## config.mk

```make
export PLATFORM = sky130hd
export DESIGN_NAME = note_sequencer
export DESIGN_NICKNAME = d
export VERILOG_FILES = /design/src/rtl/synth_pkg.sv /design/src/rtl/seq_timer.sv /design/src/rtl/note_sequencer.sv
export SDC_FILE = /design/constraint.sdc
export NUM_CORES = 1
export LEC_CHECK = 0
export CAP_MARGIN = 20
export CORE_MARGIN = 2
export CORE_UTILIZATION = 40
export DETAILED_ROUTE_END_ITERATION = 6
export GPL_TIMING_DRIVEN = 0
export PLACE_DENSITY = 0.61
export SLEW_MARGIN = 10
export SYNTH_ARGS = -nofsm -noshare
export SYNTH_HDL_FRONTEND = slang
export SYNTH_SLANG_ARGS = --single-unit
```

## constraint.sdc

```tcl
create_clock -name clk -period 6.1 [get_ports clk]
set_clock_uncertainty 0.15 [all_clocks]
set_input_delay 0.61 -clock clk [delete_from_list [all_inputs] [get_ports clk]]
set_output_delay 0.61 -clock clk [all_outputs]
set_load 0.02 [all_outputs]
```

## src/rtl/synth_pkg.sv

```systemverilog
// Shared types and constants for the note sequencer.
package synth_pkg;

  typedef enum logic {IDLE, PLAY} seq_state_t;

  localparam int unsigned NOTE_REST    = 0;
  localparam int unsigned SEQ_MIN_STEP = 2;

endpackage

```

## src/rtl/seq_timer.sv

```systemverilog
// Per-step tick counter: loads step length and gate length at step start and
// flags the last gated tick and the last tick of the step.
module seq_timer #(
  parameter int unsigned TIME_W = 24
) (
  input  logic              clk,
  input  logic              rst,
  input  logic              i_load,
  input  logic              i_clear,
  input  logic              i_run,
  input  logic [TIME_W-1:0] i_len,
  input  logic [TIME_W-1:0] i_gate,
  output logic              o_gate_end,
  output logic              o_last
);

  logic [TIME_W-1:0] r_k;
  logic [TIME_W-1:0] r_len;
  logic [TIME_W-1:0] r_gate;

  always_ff @(posedge clk or posedge rst) begin
    if (rst) begin
      r_k    <= '0;
      r_len  <= '0;
      r_gate <= '0;
    end else if (i_load) begin
      r_k    <= '0;
      r_len  <= i_len;
      r_gate <= i_gate;
    end else if (i_clear) begin
      r_k <= '0;
    end else if (i_run) begin
      r_k <= r_k + TIME_W'(1);
    end
  end

  // Gate end looks one tick ahead so the registered trig drops exactly at k == gate_eff.
  assign o_gate_end = (r_k + TIME_W'(1)) == r_gate;
  assign o_last     = r_k == (r_len - TIME_W'(1));

endmodule

```

## src/rtl/note_sequencer.sv

```systemverilog
// Step sequencer driving the synth voice from a small pattern RAM.
// Define SEQ_LOOP_EN to wrap the pattern endlessly; otherwise playback is one-shot.
module note_sequencer
  import synth_pkg::*;
#(
  parameter int unsigned STEPS  = 16,
  parameter int unsigned TIME_W = 24,
  parameter int unsigned NOTE_W = 32,
  localparam int unsigned AW    = $clog2(STEPS)
) (
  input  logic              clk,
  input  logic              rst,
  input  logic              start,
  input  logic              stop,
  input  logic              wr_en,
  input  logic [AW-1:0]     wr_addr,
  input  logic [NOTE_W-1:0] wr_note,
  input  logic [TIME_W-1:0] step_len,
  input  logic [TIME_W-1:0] gate_len,
  input  logic [AW-1:0]     last_step,
  output logic [NOTE_W-1:0] osc_count,
  output logic              trig,
  output logic              busy,
  output logic [AW-1:0]     step,
  output logic              step_pulse
);

  logic [NOTE_W-1:0] r_mem [STEPS];

  seq_state_t        r_state, w_state_d;
  logic [AW-1:0]     r_step, w_step_d;
  logic [AW-1:0]     r_last, w_last_d;
  logic [NOTE_W-1:0] r_osc, w_osc_d;
  logic              r_trig, w_trig_d;
  logic              r_busy, w_busy_d;
  logic              r_pulse, w_pulse_d;

  logic              w_load;
  logic              w_to_idle;
  logic [AW-1:0]     w_load_addr;
  logic [NOTE_W-1:0] w_load_note;
  logic              w_note_nz;
  logic [TIME_W-1:0] w_len_eff;
  logic [TIME_W-1:0] w_gate_eff;
  logic              w_gate_end;
  logic              w_step_last;

  always_ff @(posedge clk) begin
    if (wr_en) r_mem[wr_addr] <= wr_note;
  end

  // Write-first so a write landing in the boundary cycle is seen by the load.
  always_comb begin
    w_len_eff   = (step_len < TIME_W'(SEQ_MIN_STEP)) ? TIME_W'(SEQ_MIN_STEP) : step_len;
    w_gate_eff  = (gate_len > (w_len_eff - TIME_W'(1))) ? (w_len_eff - TIME_W'(1)) : gate_len;
    w_load_note = (wr_en && (wr_addr == w_load_addr)) ? wr_note : r_mem[w_load_addr];
    w_note_nz   = w_load_note != NOTE_W'(NOTE_REST);
  end

  seq_timer #(
    .TIME_W (TIME_W)
  ) u_timer (
    .clk        (clk),
    .rst        (rst),
    .i_load     (w_load),
    .i_clear    (w_to_idle),
    .i_run      (r_state == PLAY),
    .i_len      (w_len_eff),
    .i_gate     (w_gate_eff),
    .o_gate_end (w_gate_end),
    .o_last     (w_step_last)
  );

  always_comb begin
    w_load      = 1'b0;
    w_to_idle   = 1'b0;
    w_load_addr = '0;
    if (stop) begin
      w_to_idle = 1'b1;
    end else if (start) begin
      w_load = 1'b1;
    end else if ((r_state == PLAY) && w_step_last) begin
      // A last_step below the current step also ends the pattern here.
      if (r_step < r_last) begin
        w_load      = 1'b1;
        w_load_addr = r_step + AW'(1);
      end else begin
`ifdef SEQ_LOOP_EN
        w_load = 1'b1;
`else
        w_to_idle = 1'b1;
`endif
      end
    end
  end

  always_comb begin
    w_state_d = r_state;
    w_step_d  = r_step;
    w_last_d  = r_last;
    w_osc_d   = r_osc;
    w_trig_d  = r_trig;
    w_busy_d  = r_busy;
    w_pulse_d = 1'b0;
    if (w_to_idle) begin
      w_state_d = IDLE;
      w_trig_d  = 1'b0;
      w_busy_d  = 1'b0;
    end else if (w_load) begin
      w_state_d = PLAY;
      w_busy_d  = 1'b1;
      w_pulse_d = 1'b1;
      w_step_d  = w_load_addr;
      w_last_d  = last_step;
      if (w_note_nz) w_osc_d = w_load_note;
      w_trig_d  = w_note_nz && (w_gate_eff != '0);
    end else if ((r_state == PLAY) && w_gate_end) begin
      w_trig_d = 1'b0;
    end
  end

  always_ff @(posedge clk or posedge rst) begin
    if (rst) begin
      r_state <= IDLE;
      r_step  <= '0;
      r_last  <= '0;
      r_osc   <= '0;
      r_trig  <= 1'b0;
      r_busy  <= 1'b0;
      r_pulse <= 1'b0;
    end else begin
      r_state <= w_state_d;
      r_step  <= w_step_d;
      r_last  <= w_last_d;
      r_osc   <= w_osc_d;
      r_trig  <= w_trig_d;
      r_busy  <= w_busy_d;
      r_pulse <= w_pulse_d;
    end
  end

  assign osc_count  = r_osc;
  assign trig       = r_trig;
  assign busy       = r_busy;
  assign step       = r_step;
  assign step_pulse = r_pulse;

endmodule
```

### Yosys cells after proc, flatten, opt, wreduce, memory -nomap -nowiden

Memory sizes are Yosys's and may differ from the RTL's.
Cells that the tools add are included.

| word-level totals | value |
|---|---|
| RAM bits | 512 |
| bits in registers | 115 |
| logic and storage cells | 59 |
| output and inout bits | 39 |
| bits of input ports | 93 |
| memories | 1 |

| cells by class | value |
|---|---|
| multiplexer cells | 27 |
| eq/ne operators | 3 |
| $add $sub $neg | 4 |
| reductions and logical operators | 11 |
| bitwise operators | 1 |
| order comparisons | 3 |

Memories:

| memory | words | width | read ports | clocked after memory_dff | write ports | line | source |
|---|---|---|---|---|---|---|---|
| r_mem | 16 | 32 | 1 | 0 | 1 | note_sequencer.sv:28 | `logic [NOTE_W-1:0] r_mem [STEPS];` |

Operators by type and width:

| kind | count |
|---|---|
| 24-bit two-way mux | 5 |
| 24-bit equality test | 2 |
| 24-bit by 1-bit subtractor with 24-bit output (second input constant) | 2 |
| 32-bit two-way mux | 1 |
| 32-bit nonzero test | 1 |
| 24-bit by 1-bit adder with 24-bit output (second input constant) | 1 |
| 24-bit greater-than comparator | 1 |
| 24-bit by 2-bit less-than comparator with 1-bit output (second input constant) | 1 |
| 24-bit nonzero test | 1 |
| 1-bit two-way mux | 17 |
| 4-bit two-way mux | 4 |
| 3-bit nonzero test | 2 |
| 4-bit by 1-bit adder with 4-bit output (second input constant) | 1 |
| 4-bit equality test | 1 |
| 1-bit logical AND | 4 |
| 4-bit less-than comparator | 1 |
| 3-bit AND reduction | 1 |
| 2-bit AND reduction | 1 |
| 2-bit nonzero test | 1 |
| 1-bit inverter | 1 |

### Logic depth before layout (Yosys ltp)

Gate-level depths: netlist of the first run.

| logic depth | value |
|---|---|
| depth in word-level cells | 13 |
| gate-level depth with buffers | 24 |
| mapped depth without buffers | 23 |

### By module

Synthesis of the first run repeated with hierarchy kept, for this count alone.

| second synthesis, totals | value |
|---|---|
| cells, all modules | 2255 |
| area total of the unflattened synthesis | 28706.3 um^2 |

By module, submodules not included:

| module | area an instance (um^2) | seq. area each (um^2) | times used | cells each |
|---|---|---|---|---|
| note_sequencer | 23872.9 | 16450.8 | 1 | 1762 |
| seq_timer | 4833.4 | 1801.7 | 1 | 493 |

### Worst setup path after synthesis of the first run

OpenSTA, ideal clock, no wires.

| timing | value |
|---|---|
| path type | input to register |
| start point | in step_len[13] |
| end point | reg r_trig (netlist: trig) |
| cell stages on the path | 22 |
| required time | 5.831 ns |
| buffers on the path | 0 |
| setup time | 0.119 ns |
| data arrival time | 5.796 ns |
| setup slack | 0.035 ns |
| cell sequence | or4_1 -> or4_1 -> or3_1 -> o41ai_1 -> ha_1 -> nand2_1 -> nor2_1 -> xor2_1 -> inv_1 -> ha_1 -> a21o_1 -> a21o_1 -> a21o_1 -> a21o_1 -> a21o_1 -> a221o_1 -> a21oi_1 -> a31oi_1 -> mux2_2 -> nand4_1 -> o21a_1 -> a21bo_2 |

| on the way | value |
|---|---|
| cells in the longest elaborated chain, start to end | 9 |

RTL lines:

| what | line | source |
|---|---|---|
| start, declared | note_sequencer.sv:18 | `input logic [TIME_W-1:0] step_len,` |
| 24-bit by 2-bit less-than comparator with 1-bit output | note_sequencer.sv:54 | `w_len_eff = (step_len < TIME_W'(SEQ_MIN_STEP)) ? TIME_W'(SEQ_MIN_STEP) : step_len;` |
| 24-bit two-way mux (*) | note_sequencer.sv:54 |  |
| 24-bit by 1-bit subtractor with 24-bit output (*) | note_sequencer.sv:55 | `w_gate_eff = (gate_len > (w_len_eff - TIME_W'(1))) ? (w_len_eff - TIME_W'(1)) : gate_len;` |
| 24-bit greater-than comparator | note_sequencer.sv:55 |  |
| 24-bit two-way mux (*) | note_sequencer.sv:55 |  |
| 24-bit nonzero test (*) | note_sequencer.sv:116 | `w_trig_d = w_note_nz && (w_gate_eff != '0);` |
| 1-bit logical AND (*) | note_sequencer.sv:116 |  |
| 1-bit two-way mux (*) | note_sequencer.sv:109 | `end else if (w_load) begin` |
| 1-bit two-way mux (*) | note_sequencer.sv:105 | `if (w_to_idle) begin` |
| end signal, assigned | note_sequencer.sv:136 | `r_trig <= w_trig_d;` |
| end, declared | note_sequencer.sv:34 | `logic r_trig, w_trig_d;` |

Mark *: on every way between the ends. The rest lies on a longest branch, timed or not.
A chain may end at the register's enable or synchronous reset.

### Final worst setup path of the first run

| timing | value |
|---|---|
| start point | reg r_step[0] (netlist: step[0]) |
| end point | reg r_trig (netlist: trig) |

| on the way | value |
|---|---|
| cells in the longest elaborated chain, start to end | 12 |
| elaborated cells between the ends (all ways) | 23 |

RTL lines:

| what | line | source |
|---|---|---|
| start, declared | note_sequencer.sv:31 | `logic [AW-1:0] r_step, w_step_d;` |
| start signal, assigned | note_sequencer.sv:133 | `r_step <= w_step_d;` |
| parallel branches: the longest is 12 deep, another holds memory 16 x 32 bit | -- |  |

Parallel ways; which one is timed is not known.

==> results of run 1 <==
## cells by family after synthesis
| family | after synthesis |
|---|---|
| flip-flops | 627 |
| AO/OA/AOI/OAI | 446 |
| AND/OR/NAND/NOR | 730 |
| buffers and inverters | 184 |
| adder cells (fa/ha/maj) | 31 |
| XOR/XNOR | 119 |
| multiplexers | 143 |
## cell type report
| class | count | area (sq um) | area share, % |
|---|---|---|---|
| Timing Repair Buffer | 188 | 2076 | 5.957 |
| Clock buffer | 88 | 1871 | 5.368 |
| Inverter | 45 | 173.9 | 0.4991 |
| Clock inverter | 40 | 401.6 | 1.153 |
| Buffer | 136 | 620.6 | 1.781 |
| Sequential cell | 627 | 18250 | 52.38 |
| Tap cell | 950 | 1189 | 3.411 |
| Multi-Input combinational cell | 1469 | 10260 | 29.45 |
## metrics by stage
stage,power (uW),hold slack [ns]
detailed placement,5791,0.3549
finish,9972,0.2000
CTS,9976,0.2089
global placement,5754,0.3543
floorplan,5365,0.2967
global route,10250,0.2085
## metal layers
metal	share of wire [%]	track usage [%]
met1	38	35.67
met5	0.044	0
met3	10	7.194
met2	46	46.17
met4	5.5	13.65
## synthesized netlist by cell type (14+ instances only)
master       n  area, sq um
a21oi_1     93        465.5
buf_1       19        71.32
nand2_1    244        915.9
and2_1      16        100.1
o2111ai_1   16        140.1
mux2_2      25        281.5
xnor2_1     62        543.0
and3_1      14        87.58
nor3_1      48        240.2
mux4_2      25        563.0
a21o_1      18        135.1
a211oi_1    21        157.7
inv_1       43        161.4
mux2i_1     93        930.9
nand4_1     31        193.9
xor2_1      56        490.5
nand3_1     73        365.4
o221ai_1    27        236.5
o21ai_0     75        375.4
nor4_1      34        212.7
buf_2       18        90.09
o22ai_1     35        219.0
o211ai_1    29        217.7
dfrtp_1    115         2878
nand2b_1    15        93.84
nor2_1     177        664.4
clkbuf_1    97        364.1
ha_1        31        387.9
edfxtp_1   512        15370
or3_1       20        125.1
## critical path, delay by kind of cell (launching register included)
kind	cells	cell delay (ns)
compound gates	3	0.68
mux	1	0.42
buf+inv	6	3.37
flops	1	0.57
simple gates	2	0.62
## path summary, 6_finish.rpt
| path | endpoint | slack, ns | start |
|---|---|---|---|
| setup / recovery | trig | 0.13 | step[0] |
| max in group asynchronous | u_timer.r_k[4] | 4.82 | rst |
| hold reg to reg | r_last[0] | 0.37 | r_last[0] |
| hold / removal | osc_count[12] | 0.20 | rst |
| setup reg to reg | trig | 0.13 | step[0] |
| min in group clk | u_timer.r_len[13] | 0.20 | step_len[13] |
## sequential cells by signal, indices dropped and copies added, names as in the netlist
signal,flops
u_timer.r_k,24
u_timer.r_len,24
trig,1
r_last,4
u_timer.r_gate,24
r_mem,512
osc_count,32
step,4
busy,1
step_pulse,1
## where the power goes
part	internal (uW)	switching, uW
Sequential	4780	106
Combinational	316	540
Clock	2410	1810
## timing repair
item / CTS / global route
pin swaps: 5 / 9
gates resized for setup: 59 / 50
buffers inserted: 7 / 9
endpoints found under the hold margin: 0 / 0
endpoints found under the setup margin: 57 / 56
==> impl_results.md, run 1 <==
* Gpl congestion at 0.9603
* Initial core utilization at 40.40%
* Most common cell after layout, fill and taps aside: edfxtp_1
* Leak at 0.01190 uW
* Initial antenna violation count at 3
* CP Launch Type: flip-flop
* First-pass DRT Iterations at 6
* Layout cell share with drive strength beyond 1 at 12.84%
* Post-synthesis mux area share at 6.158%
* Slew Viols, Final at 0
* Final net count at 2,660
* WL/cell at 30.22 um
* Type of the most critical hold path: input pin to async pin
* Antenna Diode Count at 0
* Cell count after synthesis at 2,280
* Total grt overflow at 0
* FMAX at 167.5 MHz
* Synth unique cells at 89
* Rel. slew slack at 19.13%
* Fill cells at 6,200
* Reg clk slew, reported paths at 0.06 ns
* CP required at 6.45 ns
* Tmin final at 5.969 ns
* Largest net degree at the start of global routing at 80
* Final TNS setup at 0 ns
* CTS Sinks at 627
* Register area share after synthesis at 63.31%
* Crit path cell chain: buf_1, buf_1, clkbuf_1, clkbuf_1, mux4_2, a21oi_1, a31oi_1, nor4_4, buf_4, nand4_1, buf_4, a21bo_2
* Post-Synthesis Net Count at 2,404
* Number of flops mapped to enable cells by yosys at 512
* PwrDens at 286.2 nW/um^2
* Syn. warnings at 0
* Root buf cell: clkbuf_16
* Core area at 71,360 sq um
* Cts bufs inserted at 69
* Max capacitance violation total at 0
* Via-to-Cell Ratio at 6.117
* Kind of critical path: flip-flop to flip-flop
* Crit path arrival time at 6.32 ns
* # setup viols final at 0
* Via count at 21,670
* CP max-delay cell: clkbuf_1
* Worst vdd ir at 0.2291 mV
* Xor-xnor portion of the synthesized cell area at 3.641%
* CTS tree: built
* Num ports at 132
* Final Hold Fails at 0
* Final WS setup at 0.1305 ns
* Port bufs at 129
* Final Non-Filler Cells at 3,543
* Die height at 272.5 um
* Setup WS pre-CTS at -1.968 ns
* Seq cells post-synth at 627
* Clk_lat worst skew at 0.64 ns
* Fin area at 34,840 sq um
* Main synth FF type: edfxtp_1
* GRT Total Usage at 28.47%
* Placed wire-length estimate at 76,410 um
* WL final at 107,100 um
* Nature of the critical path endpoint: flip-flop
* Ys async rst share at 18.34%
* Synth Area in Simple Gates at 12.28%
* CTS H-Tree Depth at 3
* Commonest cells after routing, fill and taps aside: edfxtp_1 (512), nand2_1 (243), nor2_1 (163)
* Number of global-route vias before repair at 21,020
* Drc violations at 0
* Largest family of logic cells by synthesized area: simple AND/OR/NAND/NOR gates
* Std-Cell Rows at 98
* CTS Hold Bufs at 0
* Util after Layout at 48.83%
* Syn_area_per_cell at 12.64 sq um
* Die width at 272.5 um
* R2R cell count at 12
* Period utilization at 97.86%
* Post-synthesis compound-gate area fraction at 10.70%
* Synth Area in Adders at 1.345%
* CTS Buffer Depth at 3
* Worst slew pin tran at 1.213 ns
* Status: finished, final reports clean
* Synthesized area at 28,830 sq um
* Placed Area at 32,060 sq um
* Layout area overhead at 20.86%
* First-pass GRT wire length at 151,300 um
* Antenna-violating nets left at 0
* Unrepaired setup endpoints after global routing: no
* Detailed Route Iter0 Violations at 2,886
* Dpl cells at 3,398
* Max stage delay on crit path at 0.94 ns
* Crit Path Max Fanout at 10
* Die area at 74,240 sq um
Power figures use the tool's default switching activity.
==> run 2, diff against run 1 <==
--- a/config.mk
+++ b/config.mk
@@ -11,6 +11,7 @@
 export DETAILED_ROUTE_END_ITERATION = 6
 export GPL_TIMING_DRIVEN = 0
 export PLACE_DENSITY = 0.61
+export SKIP_LAST_GASP = 1
 export SLEW_MARGIN = 10
 export SYNTH_ARGS = -nofsm -noshare
 export SYNTH_HDL_FRONTEND = slang
==> results of run 2 <==
Same layout as run 1: the final DEF is identical, and so are final timing and power.
